===== src/rtl/array_pkg.sv =====
// Shared definitions for the sequenced array controller: opcodes, FSM states
// and the cycle-counter width.
package array_pkg;

  localparam logic [1:0] OP_MAC  = 2'b00;
  localparam logic [1:0] OP_RD   = 2'b01;
  localparam logic [1:0] OP_WR   = 2'b10;
  localparam logic [1:0] OP_RSVD = 2'b11;

  localparam int CNT_W = 4;

  typedef enum logic [1:0] {
    ST_IDLE,
    ST_SETUP,
    ST_ACTIVE,
    ST_RECOVER
  } state_t;

endpackage


===== src/rtl/bank_onehot_dec.sv =====
// Bank-index to one-hot enable decoder; bcast forces all banks on, and an
// index beyond NUM_BANKS decodes to all zeros.
module bank_onehot_dec
  import array_pkg::*;
#(
  parameter int NUM_BANKS = 16,
  parameter int BANK_W    = $clog2(NUM_BANKS)
) (
  input  logic [BANK_W-1:0]    idx,
  input  logic                 en,
  input  logic                 bcast,
  output logic [NUM_BANKS-1:0] onehot
);

  always_comb begin
    onehot = '0;
    for (int i = 0; i < NUM_BANKS; i++) begin
      onehot[i] = en & (bcast | (idx == BANK_W'(i)));
    end
  end

endmodule


===== src/rtl/array_seq_ctrl.sv =====
// Sequenced CIM array controller: one command at a time through
// SETUP / ACTIVE / RECOVER windows. Define ARRAY_SEQ_BCAST_EN for MAC broadcast.
module array_seq_ctrl
  import array_pkg::*;
#(
  parameter int NUM_BANKS  = 16,
  parameter int BANK_W     = $clog2(NUM_BANKS),
  parameter int WORD_W     = 8,
  parameter int MAC_CYCLES = 4,
  parameter int RD_CYCLES  = 1,
  parameter int WR_CYCLES  = 2
) (
  input  logic                 clk,
  input  logic                 rst,
  input  logic                 cmd_valid,
  output logic                 cmd_ready,
  input  logic [1:0]           cmd_op,
  input  logic [BANK_W-1:0]    cmd_bank,
  input  logic [WORD_W-1:0]    cmd_word,
`ifdef ARRAY_SEQ_BCAST_EN
  input  logic                 cmd_bcast,
`endif
  output logic                 mac_en,
  output logic                 read_bar,
  output logic                 w_en,
  output logic [NUM_BANKS-1:0] bank_en,
  output logic [WORD_W-1:0]    word_out,
  output logic                 busy,
  output logic                 done,
  output logic                 err
);

  localparam logic [BANK_W:0] NB = (BANK_W+1)'(NUM_BANKS);

  function automatic logic [CNT_W-1:0] win_len(input logic [1:0] op);
    case (op)
      OP_RD:   win_len = CNT_W'(RD_CYCLES);
      OP_WR:   win_len = CNT_W'(WR_CYCLES);
      default: win_len = CNT_W'(MAC_CYCLES);
    endcase
  endfunction

  state_t             r_state, w_state_nxt;
  logic [CNT_W-1:0]   r_cnt, w_cnt_nxt;

  logic [1:0]         r_op;
  logic [BANK_W-1:0]  r_bank, w_bank_nxt;
  logic [WORD_W-1:0]  r_word, w_word_nxt;
  logic               r_bcast, w_bcast_nxt, w_bcast_in;

  logic               w_accept, w_bank_ok, w_cmd_ok, w_reject;

  logic               r_ready, r_mac, r_rdb, r_wen, r_busy, r_done, r_err;
  logic [NUM_BANKS-1:0] r_bank_en, w_bank_en_nxt;
  logic [WORD_W-1:0]  r_word_out, w_word_out_nxt;
  logic               w_ready_nxt, w_mac_nxt, w_rdb_nxt, w_wen_nxt;
  logic               w_busy_nxt, w_done_nxt, w_err_nxt;

`ifdef ARRAY_SEQ_BCAST_EN
  assign w_bcast_in = cmd_bcast;
`else
  assign w_bcast_in = 1'b0;
`endif

  // r_ready is only ever high in IDLE, so it doubles as the accept qualifier
  assign w_accept  = cmd_valid & r_ready;
  assign w_bank_ok = ({1'b0, cmd_bank} < NB);
  assign w_cmd_ok  = (cmd_op != OP_RSVD) &&
                     (w_bcast_in ? (cmd_op == OP_MAC) : w_bank_ok);
  assign w_reject  = w_accept & ~w_cmd_ok;

  assign w_bank_nxt  = w_accept ? cmd_bank   : r_bank;
  assign w_word_nxt  = w_accept ? cmd_word   : r_word;
  assign w_bcast_nxt = w_accept ? w_bcast_in : r_bcast;

  always_ff @(posedge clk) begin
    if (w_accept) begin
      r_op    <= cmd_op;
      r_bank  <= cmd_bank;
      r_word  <= cmd_word;
      r_bcast <= w_bcast_in;
    end
  end

  always_ff @(posedge clk or posedge rst) begin
    if (rst) begin
      r_state <= ST_IDLE;
      r_cnt   <= '0;
    end else begin
      r_state <= w_state_nxt;
      r_cnt   <= w_cnt_nxt;
    end
  end

  always_comb begin
    w_state_nxt = r_state;
    w_cnt_nxt   = r_cnt;
    case (r_state)
      ST_IDLE: begin
        if (w_accept && w_cmd_ok) w_state_nxt = ST_SETUP;
      end
      ST_SETUP: begin
        w_state_nxt = ST_ACTIVE;
        w_cnt_nxt   = win_len(r_op);
      end
      ST_ACTIVE: begin
        if (r_cnt <= CNT_W'(1)) w_state_nxt = ST_RECOVER;
        else                    w_cnt_nxt   = r_cnt - CNT_W'(1);
      end
      ST_RECOVER: begin
        w_state_nxt = ST_IDLE;
      end
      default: begin
        w_state_nxt = ST_IDLE;
      end
    endcase
  end

  // Outputs are decoded from the next state so every strobe comes off a flop
  always_comb begin
    w_busy_nxt     = (w_state_nxt != ST_IDLE);
    w_ready_nxt    = (w_state_nxt == ST_IDLE);
    w_done_nxt     = (w_state_nxt == ST_RECOVER);
    w_err_nxt      = w_reject;
    w_mac_nxt      = (w_state_nxt == ST_ACTIVE) && (r_op == OP_MAC);
    w_rdb_nxt      = !((w_state_nxt == ST_ACTIVE) && (r_op == OP_RD));
    w_wen_nxt      = (w_state_nxt == ST_ACTIVE) && (r_op == OP_WR);
    w_word_out_nxt = w_busy_nxt ? w_word_nxt : '0;
  end

  bank_onehot_dec #(
    .NUM_BANKS (NUM_BANKS),
    .BANK_W    (BANK_W)
  ) u_dec (
    .idx    (w_bank_nxt),
    .en     (w_busy_nxt),
    .bcast  (w_bcast_nxt),
    .onehot (w_bank_en_nxt)
  );

  always_ff @(posedge clk or posedge rst) begin
    if (rst) begin
      r_ready    <= 1'b0;
      r_mac      <= 1'b0;
      r_rdb      <= 1'b1;
      r_wen      <= 1'b0;
      r_bank_en  <= '0;
      r_word_out <= '0;
      r_busy     <= 1'b0;
      r_done     <= 1'b0;
      r_err      <= 1'b0;
    end else begin
      r_ready    <= w_ready_nxt;
      r_mac      <= w_mac_nxt;
      r_rdb      <= w_rdb_nxt;
      r_wen      <= w_wen_nxt;
      r_bank_en  <= w_bank_en_nxt;
      r_word_out <= w_word_out_nxt;
      r_busy     <= w_busy_nxt;
      r_done     <= w_done_nxt;
      r_err      <= w_err_nxt;
    end
  end

  assign cmd_ready = r_ready;
  assign mac_en    = r_mac;
  assign read_bar  = r_rdb;
  assign w_en      = r_wen;
  assign bank_en   = r_bank_en;
  assign word_out  = r_word_out;
  assign busy      = r_busy;
  assign done      = r_done;
  assign err       = r_err;

endmodule

===== config.mk =====
export PLATFORM = sky130hd
export DESIGN_NAME = array_seq_ctrl
export DESIGN_NICKNAME = d
export VERILOG_FILES = /design/src/rtl/array_pkg.sv /design/src/rtl/bank_onehot_dec.sv /design/src/rtl/array_seq_ctrl.sv
export SDC_FILE = /design/constraint.sdc
export NUM_CORES = 1
export LEC_CHECK = 0
export BUFFER_PORTS_ARGS = -buffer_cell sky130_fd_sc_hd__buf_2
export CAP_MARGIN = 20
export CORE_ASPECT_RATIO = 0.75
export CORE_MARGIN = 8
export CORE_UTILIZATION = 35
export CTS_BUF_LIST = sky130_fd_sc_hd__clkbuf_4 sky130_fd_sc_hd__clkbuf_8
export CTS_CLUSTER_SIZE = 12
export DETAILED_ROUTE_END_ITERATION = 10
export GPL_ROUTABILITY_DRIVEN = 1
export PLACE_DENSITY_LB_ADDON = 0.05
export SLEW_MARGIN = 20
export SYNTH_ARGS = -nofsm -noshare
export SYNTH_HDL_FRONTEND = slang
export SYNTH_HIERARCHICAL = 1
export SYNTH_SLANG_ARGS = --single-unit

===== constraint.sdc =====
create_clock -name clk -period 2.25 [get_ports clk]
set_input_delay 0.225 -clock clk [delete_from_list [all_inputs] [get_ports clk]]
set_output_delay 0.225 -clock clk [all_outputs]
set_load 0.05 [all_outputs]

### After elaboration in Yosys (flattened, before gate mapping)

Cells that the tools add are included.

* bits in registers: 52
* output and inout bits: 31
* word-level logic and storage cells: 98

* $add $sub $neg: 1
* $lt $le $gt $ge: 1
* eq/ne operators: 24
* muxes and demuxes: 10
* bitwise gates (word level): 35
* reduce and logical (&&, ||, !) cells: 12

Operator list (number)
* == test 4 bit (second input constant): 8
* bitwise AND 1 bit: 18
* == test 4 x 3 -> 1 bit (second input constant): 4
* 2-to-1 mux 8 bit: 2
* OR 1 bit: 16
* == test 2 bit (second input constant): 5
* == test 4 x 2 -> 1 bit (second input constant): 2
* 2-to-1 mux 4 bit: 2
* one-hot mux 2 bit (4 select lines): 1
* one-hot mux 4 bit (2 select lines): 1
* zero test 2 bit: 3
* one-hot mux 3 bit (2 select lines): 1
* == test 2 x 1 -> 1 bit (second input constant): 2
* == test 4 x 1 -> 1 bit (second input constant): 1
* less-or-equal comparator 4 x 1 -> 1 bit (second input constant): 1
* logical AND 1 bit: 4
* zero test 4 bit: 1
* 2-to-1 mux 2 bit: 2
* inequality test 2 bit (second input constant): 2
* nonzero test 2 bit: 2
* subtractor 4 x 1 -> 4 bit (second input constant): 1
* AND reduction 2 bit: 1
* zero test 1 bit: 1
* 2-to-1 mux 1 bit: 1
* NOT 1 bit: 1

### Longest topological paths before layout

Gate-level depths: netlist (run 1).

* word-level depth: 7
* depth in mapped cells: 8

### By module

The synthesis (run 1) kept the hierarchy.

Modules (own cells, without submodules)
* array_seq_ctrl: instances 1, cells each 129, area each 1836.8 µm², sequential area each 1247.4 µm²
* bank_onehot_dec: instances 1, cells each 39, area each 361.6 µm², sequential area each 0.0 µm²

### Worst setup path before layout (run 1)

No wires, ideal clock.

* path type: reg-to-reg
* from: register r_ready (netlist: cmd_ready)
* to: register r_bank_en[3] (netlist: bank_en[3])
* setup time: 0.119 ns
* data arrival time: 1.914 ns
* required time: 2.131 ns
* setup slack: 0.217 ns
* stages on the path, launching flop included: 7
* path buffers: 2
* period minus slack after synthesis: 2.033 ns
* cells stage by stage: dfrtp_1 nand2_1 buf_2 mux2_2 buf_4 and4bb_1 o21a_1

RTL lines
* start: declaration: RTL line array_seq_ctrl.sv:53 `logic r_ready, r_mac, r_rdb, r_wen, r_busy, r_done, r_err;`
* start signal: assignment: RTL line array_seq_ctrl.sv:153 `r_ready <= w_ready_nxt;`
* bitwise AND 1 bit: RTL line array_seq_ctrl.sv:66 `assign w_accept = cmd_valid & r_ready;`
* 2-to-1 mux 4 bit: RTL line array_seq_ctrl.sv:72 `assign w_bank_nxt = w_accept ? cmd_bank : r_bank;`
* via w_bank_nxt[0]: RTL line array_seq_ctrl.sv:47 `logic [BANK_W-1:0] r_bank, w_bank_nxt;`
* == test 4 x 2 -> 1 bit: RTL line bank_onehot_dec.sv:18 `onehot[i] = en & (bcast | (idx == BANK_W'(i)));`
* OR 1 bit
* bitwise AND 1 bit: RTL line bank_onehot_dec.sv:18
* via w_bank_en_nxt[3]: RTL line array_seq_ctrl.sv:54 `logic [NUM_BANKS-1:0] r_bank_en, w_bank_en_nxt;`
* end signal: assignment: RTL line array_seq_ctrl.sv:157 `r_bank_en <= w_bank_en_nxt;`
* end: declaration: RTL line array_seq_ctrl.sv:54

The timed path passes the listed nets, and every way through them passes these cells.
A chain may end at the register's enable or synchronous reset.

### Worst setup path in the final report (run 1)

* from: register r_state[0]
* to: register r_bank_en[8] (netlist: bank_en[8])

* cells in the longest elaborated chain, start to end: 4

RTL lines
* start: declaration: RTL line array_seq_ctrl.sv:43 `state_t r_state, w_state_nxt;`
* start signal: assignment: RTL line array_seq_ctrl.sv:90 `r_state <= w_state_nxt;`
* == test 2 bit, or another cell as far along: RTL line array_seq_ctrl.sv:98 `case (r_state)`
* one-hot mux 2 bit (4 select lines) *: RTL line array_seq_ctrl.sv:98
* nonzero test 2 bit *: RTL line array_seq_ctrl.sv:121 `w_busy_nxt = (w_state_nxt != ST_IDLE);`
* via w_busy_nxt: RTL line array_seq_ctrl.sv:57 `logic w_busy_nxt, w_done_nxt, w_err_nxt;`
* bitwise AND 1 bit *: RTL line bank_onehot_dec.sv:18
* via w_bank_en_nxt[8]: RTL line array_seq_ctrl.sv:54

The timed path passes the listed nets; every way through them passes the cells marked *.

==> results.json, run 1 <==
{
  "worst_slack_ns": 0.225,
  "slowest_stage": "ha_1",
  "synth_nets": 194,
  "grt_pass1_wl_um": 7670,
  "synth_top_family_by_area": "simple AND/OR/NAND/NOR gates",
  "cp_top_family": "buffers and inverters",
  "clock_skew_ns": 0.00357,
  "p_per_area_nw_per_um2": 1580,
  "ys_warn_count": 6,
  "netlist_instances": 168,
  "synth_simple_gate_area_frac": 0.155,
  "cts-root-buf": "clkbuf_8",
  "gp_congestion": 0.873,
  "cts_buffer_depth": 2,
  "drc": 0,
  "nets": 242,
  "cts_resized": 0,
  "drt_pass1_iterations": 4,
  "critPathMaxStageDelay_ns": 0.42,
  "cts_tree": "done",
  "worst_slew_pin_slew_ns": 0.579,
  "dr.first_iter.drc_count": 43,
  "multiInputGateArea_um2": 842,
  "path_common_cell": "inv_1",
  "io_pins": 48,
  "final.period_utilization": 0.900,
  "final_cell_mix": "47 x buf_2, 36 x dfrtp_1, 15 x o21a_1",
  "cap_violations": 0,
  "cp.arrival_ns": 2.26,
  "cts_hold_buf": 0,
  "ir_drop_mv": 0.625,
  "clk_pin_slew_ns": 0.09,
  "critPathBufInv": 2,
  "synth_area_um2": 2200,
  "ant_nets": 0,
  "endpoint_kind": "register",
  "clkLatencyLatePin_ns": 0.29,
  "syn_area_per_cell_um2": 13.1,
  "port_buffers": 47,
  "syn2layout_area_growth_pct": 17.5,
  "wl_per_cell_um": 15.6,
  "ys_types": 39,
  "fmax_mhz": 494,
  "hold_viol": 0,
  "rsz0062_at_grt": "false",
  "ys_seq_area_frac": 0.567,
  "start_kind": "register",
  "setup-violations-final": 0,
  "initial_core_util": 0.355,
  "slew_headroom": 0.614,
  "drive_above_1_share": 0.364,
  "antenna_found_initial": 0,
  "period_needed_ns": 2.03,
  "grt_usage": 0.106,
  "fillers": 618,
  "vias": 1423,
  "ys_ff_latch": 52,
  "dp_slack_ns": 0.237,
  "worstPathRequired_ns": 2.49,
  "cts_setup_buffers": 0,
  "insertedDiodeCount": 0,
  "grt_pass1_vias": 1493,
  "hp-class": "input port to async pin",
  "tns_ns": 0,
  "cts_buffers": 5,
  "globalRouteOverflowTotal": 0,
  "synth-compound-area-share": 0.111,
  "final_common_cell": "buf_2",
  "routed_wl_um": 4640,
  "worstPathCellList": "inv_1, ha_1, nor2b_1, a221oi_4, inv_1, o21a_1",
  "drv_slew": 0,
  "coreArea_um2": 6190,
  "cp_max_fo": 17,
  "crit_type": "register to register",
  "viasPerCell": 4.78,
  "leakagePower_nw": 1.29,
  "muxShareOfSynthArea": 0.0655,
  "die_h_um": 84.6,
  "fp.dieW_um": 108,
  "ctsHtreeMaxLevel": 2,
  "synthXorXnorAreaFrac": 0,
  "status": "finished, final reports clean",
  "dpl.hpwl_um": 3290,
  "synth_adder_area_share": 0.0512,
  "layout.area.seq_um2": 1250,
  "cts.sinks": 52,
  "die_area_um2": 9100,
  "grt_max_degree": 38,
  "rows": 25
}
state kept, by name (all words and copies together), names as in the netlist, 2 cells and up:
register / count
r_cnt: 4
r_state: 2
word_out: 8
bank_en: 16
r_op: 2
r_bank: 4
r_word: 8
cells by family (layout without fill, tap and decap cells):
kind of cell | count (synthesis) | count (layout)
and+or+nand+nor | 44 | 44
muxes | 13 | 13
AOI/OAI and AO/OA | 31 | 31
adders and majority gates | 9 | 9
DFF | 52 | 52
buffers and inverters | 19 | 68
where the power goes:
group          internal (mW)  switching (mW)  total (mW)
logic                  0.689            1.45        2.14
registers               1.28           0.119        1.40
clock network          0.263           0.285       0.548
total                   2.23            1.86        4.09
layer usage:
metal | global-route usage | part of all wire | up-vias
met5 | 0 | 0 | -
met4 | 0.0339 | 0.0084 | 0
met3 | 0.0360 | 0.065 | 5
met2 | 0.164 | 0.46 | 37
met1 | 0.135 | 0.47 | 693
li1 | - | - | 688
worst paths after layout:
path                                            from               endpoint  slack, ns  cells after the start
worst min register to register     r_word[6]$_DFF_P_      r_word[6]$_DFF_P_       0.47                      2
min in group clk                           cmd_op[1]      r_op[1]$_DFFE_PP_       0.12                      1
worst min-delay path                             rst  bank_en[10]$_DFF_PP0_       0.04                      3
worst max-delay path            r_state[0]$_DFF_PP0_   bank_en[8]$_DFF_PP0_       0.22                      6
max in group asynchronous                        rst     read_bar$_DFF_PP1_       1.86                      3
worst max register to register  r_state[0]$_DFF_PP0_   bank_en[8]$_DFF_PP0_       0.22                      6
metrics by stage:
stage,instances,instance area [µm²],hold slack (ns),power (mW),util
after detailed placement,290,2490,0.365,3.60,0.401
after global routing,298,2580,0.0693,4.38,0.417
after global placement,290,2490,0.362,3.51,0.401
after floorplan,168,2200,0.324,3.15,-
after CTS,298,2580,0.0376,4.17,0.417
final,298,2580,0.0356,4.09,0.417
area by class of cell:
type                    count  area share
repair buffers             50      0.0998
well taps                  81      0.0392
clock buffers               7      0.0349
clock inverters             1     0.00242
inverters                  10      0.0145
flip-flops and latches     52       0.483
multi-input cells          97       0.326
cells in the mapped netlist:
cell	number	area, µm²
dfrtp_1	36	901
o21a_1	15	113
dfxtp_1	13	260
mux2_2	11	124
inv_1	10	37.5
nor2b_1	10	62.6
ha_1	9	113
nand2_1	6	22.5
and4bb_1	5	62.6
and4b_1	4	40.0
buf_6	4	45.0
nor2_1	4	15.0
nor4b_2	4	60.1
a21oi_1	3	15.0
buf_2	3	15.0
o21ai_0	3	15.0
and3_1	2	12.5
edfxtp_1	2	60.1
mux2i_1	2	20.0
nor4_1	2	12.5
or2_4	2	17.5
a211oi_1	1	7.51
a221oi_4	1	26.3
a22oi_1	1	7.51
a31o_1	1	8.76
a31o_2	1	8.76
a32o_1	1	10.0
a41oi_1	1	8.76
and2_1	1	6.26
buf_4	1	7.51
clkbuf_1	1	3.75
dfstp_2	1	26.3
nand2b_1	1	6.26
nand3_1	1	5.00
nand4b_1	1	8.76
nor4bb_1	1	10.0
o211ai_1	1	7.51
o21ai_2	1	8.76
o31ai_1	1	7.51
tightest hold or removal path, cell delays in order:
cell and delay (ns):
buf_2 0.09, inv_1 0.04, buf_4 0.42
Note: power is estimated with default switching activity, not from simulation.
==> inputs of run 2 (changes only) <==
- CORE_UTILIZATION: 35 -> 56
- clock period: 2.25 -> 2.1 ns (I/O delays scaled with it)
==> run 2 against run 1 <==
Net effect: critical path depth increased by 1; first-iteration DRC count grew 67%; flip-flop and latch count unchanged; clock skew is 0.0028 ns higher; core utilization up 27 points; clock power grew 6.2%; critical path type unchanged.
==> results.json, run 2 (synthesis gave the netlist of run 1 again) <==
{
  "met1Wirelength_um": 1830,
  "fp.dieW_um": 88.3,
  "insertedDiodeCount": 0,
  "fmax_mhz": 515,
  "leakagePower_nw": 1.30,
  "endpoint_kind": "register",
  "cts_setup_buffers": 0,
  "ctsHtreeMaxLevel": 2,
  "grt_pass1_vias": 1435,
  "setup-violations-final": 0,
  "final_common_cell": "buf_2",
  "wl_per_cell_um": 15.6,
  "hold_viol": 0,
  "crit_type": "register to register",
  "rr_startpoint": "r_cnt[1]$_DFFE_PP0P_",
  "clock_skew_ns": 0.00636,
  "cap_violations": 0,
  "routed_wl_um": 4210,
  "drt_pass1_iterations": 4,
  "nets": 243,
  "multiInputGateArea_um2": 842,
  "wl_met2_um": 1990,
  "dr.first_iter.drc_count": 72,
  "syn2layout_area_growth_pct": 16.7,
  "worst_slew_pin_slew_ns": 0.703,
  "cp.arrival_ns": 2.12,
  "highest_layer": "met4",
  "cts.sinks": 52,
  "stdcell_count": 270,
  "rows": 19,
  "coreArea_um2": 3710,
  "drive_above_1_share": 0.367,
  "final.period_utilization": 0.924,
  "p_per_area_nw_per_um2": 1710,
  "layout.area.seq_um2": 1250,
  "grt_pass1_wl_um": 7020,
  "cts_buffer_depth": 2,
  "vias": 1418,
  "cts-root-buf": "clkbuf_8",
  "critPathMaxStageDelay_ns": 0.41,
  "worstPathCellList": "inv_1, ha_1, nor2_1, o21ai_2, a221oi_4, inv_1, nor2b_1",
  "wl_met3_um": 351,
  "slowest_stage": "dfrtp_1",
  "hp-class": "input port to async pin",
  "cts_tree": "done",
  "gp_congestion": 0.808,
  "path_common_cell": "inv_1",
  "antenna_found_initial": 0,
  "cts_hold_buf": 0,
  "cts_resized": 0,
  "cp-startpoint": "r_cnt[1]$_DFFE_PP0P_",
  "final_cell_mix": "47 x buf_2, 36 x dfrtp_1, 15 x o21a_1",
  "dpl.hpwl_um": 3090,
  "drv_slew": 0,
  "grt_max_degree": 21,
  "globalRouteOverflowTotal": 0,
  "viasPerCell": 5.25,
  "clk_pin_slew_ns": 0.09,
  "status": "finished, final reports clean",
  "port_buffers": 47,
  "grt_usage": 0.145,
  "cts_buffers": 5,
  "largest_register_ffs": 16,
  "slew_headroom": 0.531,
  "io_pins": 48,
  "period_needed_ns": 1.94,
  "place_inst": 262,
  "rsz0062_at_grt": "false",
  "ant_nets": 0,
  "start_kind": "register",
  "ir_drop_mv": 1.15,
  "initial_core_util": 0.593,
  "cp_max_fo": 17,
  "drc": 0,
  "fillers": 304,
  "tns_ns": 0,
  "clkLatencyLatePin_ns": 0.30,
  "worstPathRequired_ns": 2.28,
  "die_h_um": 70.3,
  "worst_hold_slack_ns": 0.0120,
  "die_area_um2": 6210
}
-- run 2: final cells by class --
type / count / share of cell area
inverters: 10 / 0.0146
clock inverters: 1 / 0.00244
clock buffers: 7 / 0.0351
repair buffers: 51 / 0.108
flip-flops and latches: 52 / 0.486
multi-input cells: 97 / 0.328
well taps: 52 / 0.0254
-- run 2: worst max-delay path: cells and delay by family, from the launching register on --
family,cells,cell delay (ns)
AO/OA/AOI/OAI,2,0.37
adder cells (fa/ha/maj),1,0.23
buffers and inverters,2,0.37
flip-flops,1,0.41
AND/OR/NAND/NOR,2,0.44
-- run 2: final timing paths --
kind / slack, ns / endpoint / depth (start not counted)
setup / recovery: 0.16 / bank_en[15]$_DFF_PP0_ / 7
hold / removal: 0.01 / bank_en[14]$_DFF_PP0_ / 2
setup reg to reg: 0.16 / bank_en[15]$_DFF_PP0_ / 7
hold reg to reg: 0.46 / r_word[6]$_DFF_P_ / 2
max in group asynchronous: 1.46 / read_bar$_DFF_PP1_ / 3
min in group clk: 0.11 / r_op[0]$_DFFE_PP_ / 1
-- run 2: power breakdown --
group          internal (mW)  switching [mW]
logic                  0.750            1.56
clock network          0.282           0.300
registers               1.37           0.122
-- run 2: layer usage --
layer / up-vias / track usage
li1: 686 / -
met1: 683 / 0.185
met2: 45 / 0.219
met3: 4 / 0.0549
met4: 0 / 0.0505
met5: - / 0
-- run 2: stage by stage --
| stage | utilization | power [mW] | setup slack, ns | area, µm² |
|---|---|---|---|---|
| 3_3_place_gp | 0.666 | 3.71 | 0.306 | 2470 |
| 4_1_cts | 0.692 | 4.42 | 0.175 | 2570 |
| 5_1_grt | 0.692 | 4.67 | 0.0410 | 2570 |
| 2_1_floorplan | - | 3.38 | 0.0674 | 2200 |
| 6_report | 0.692 | 4.39 | 0.159 | 2570 |
| 3_5_place_dp | 0.666 | 3.83 | 0.198 | 2470 |
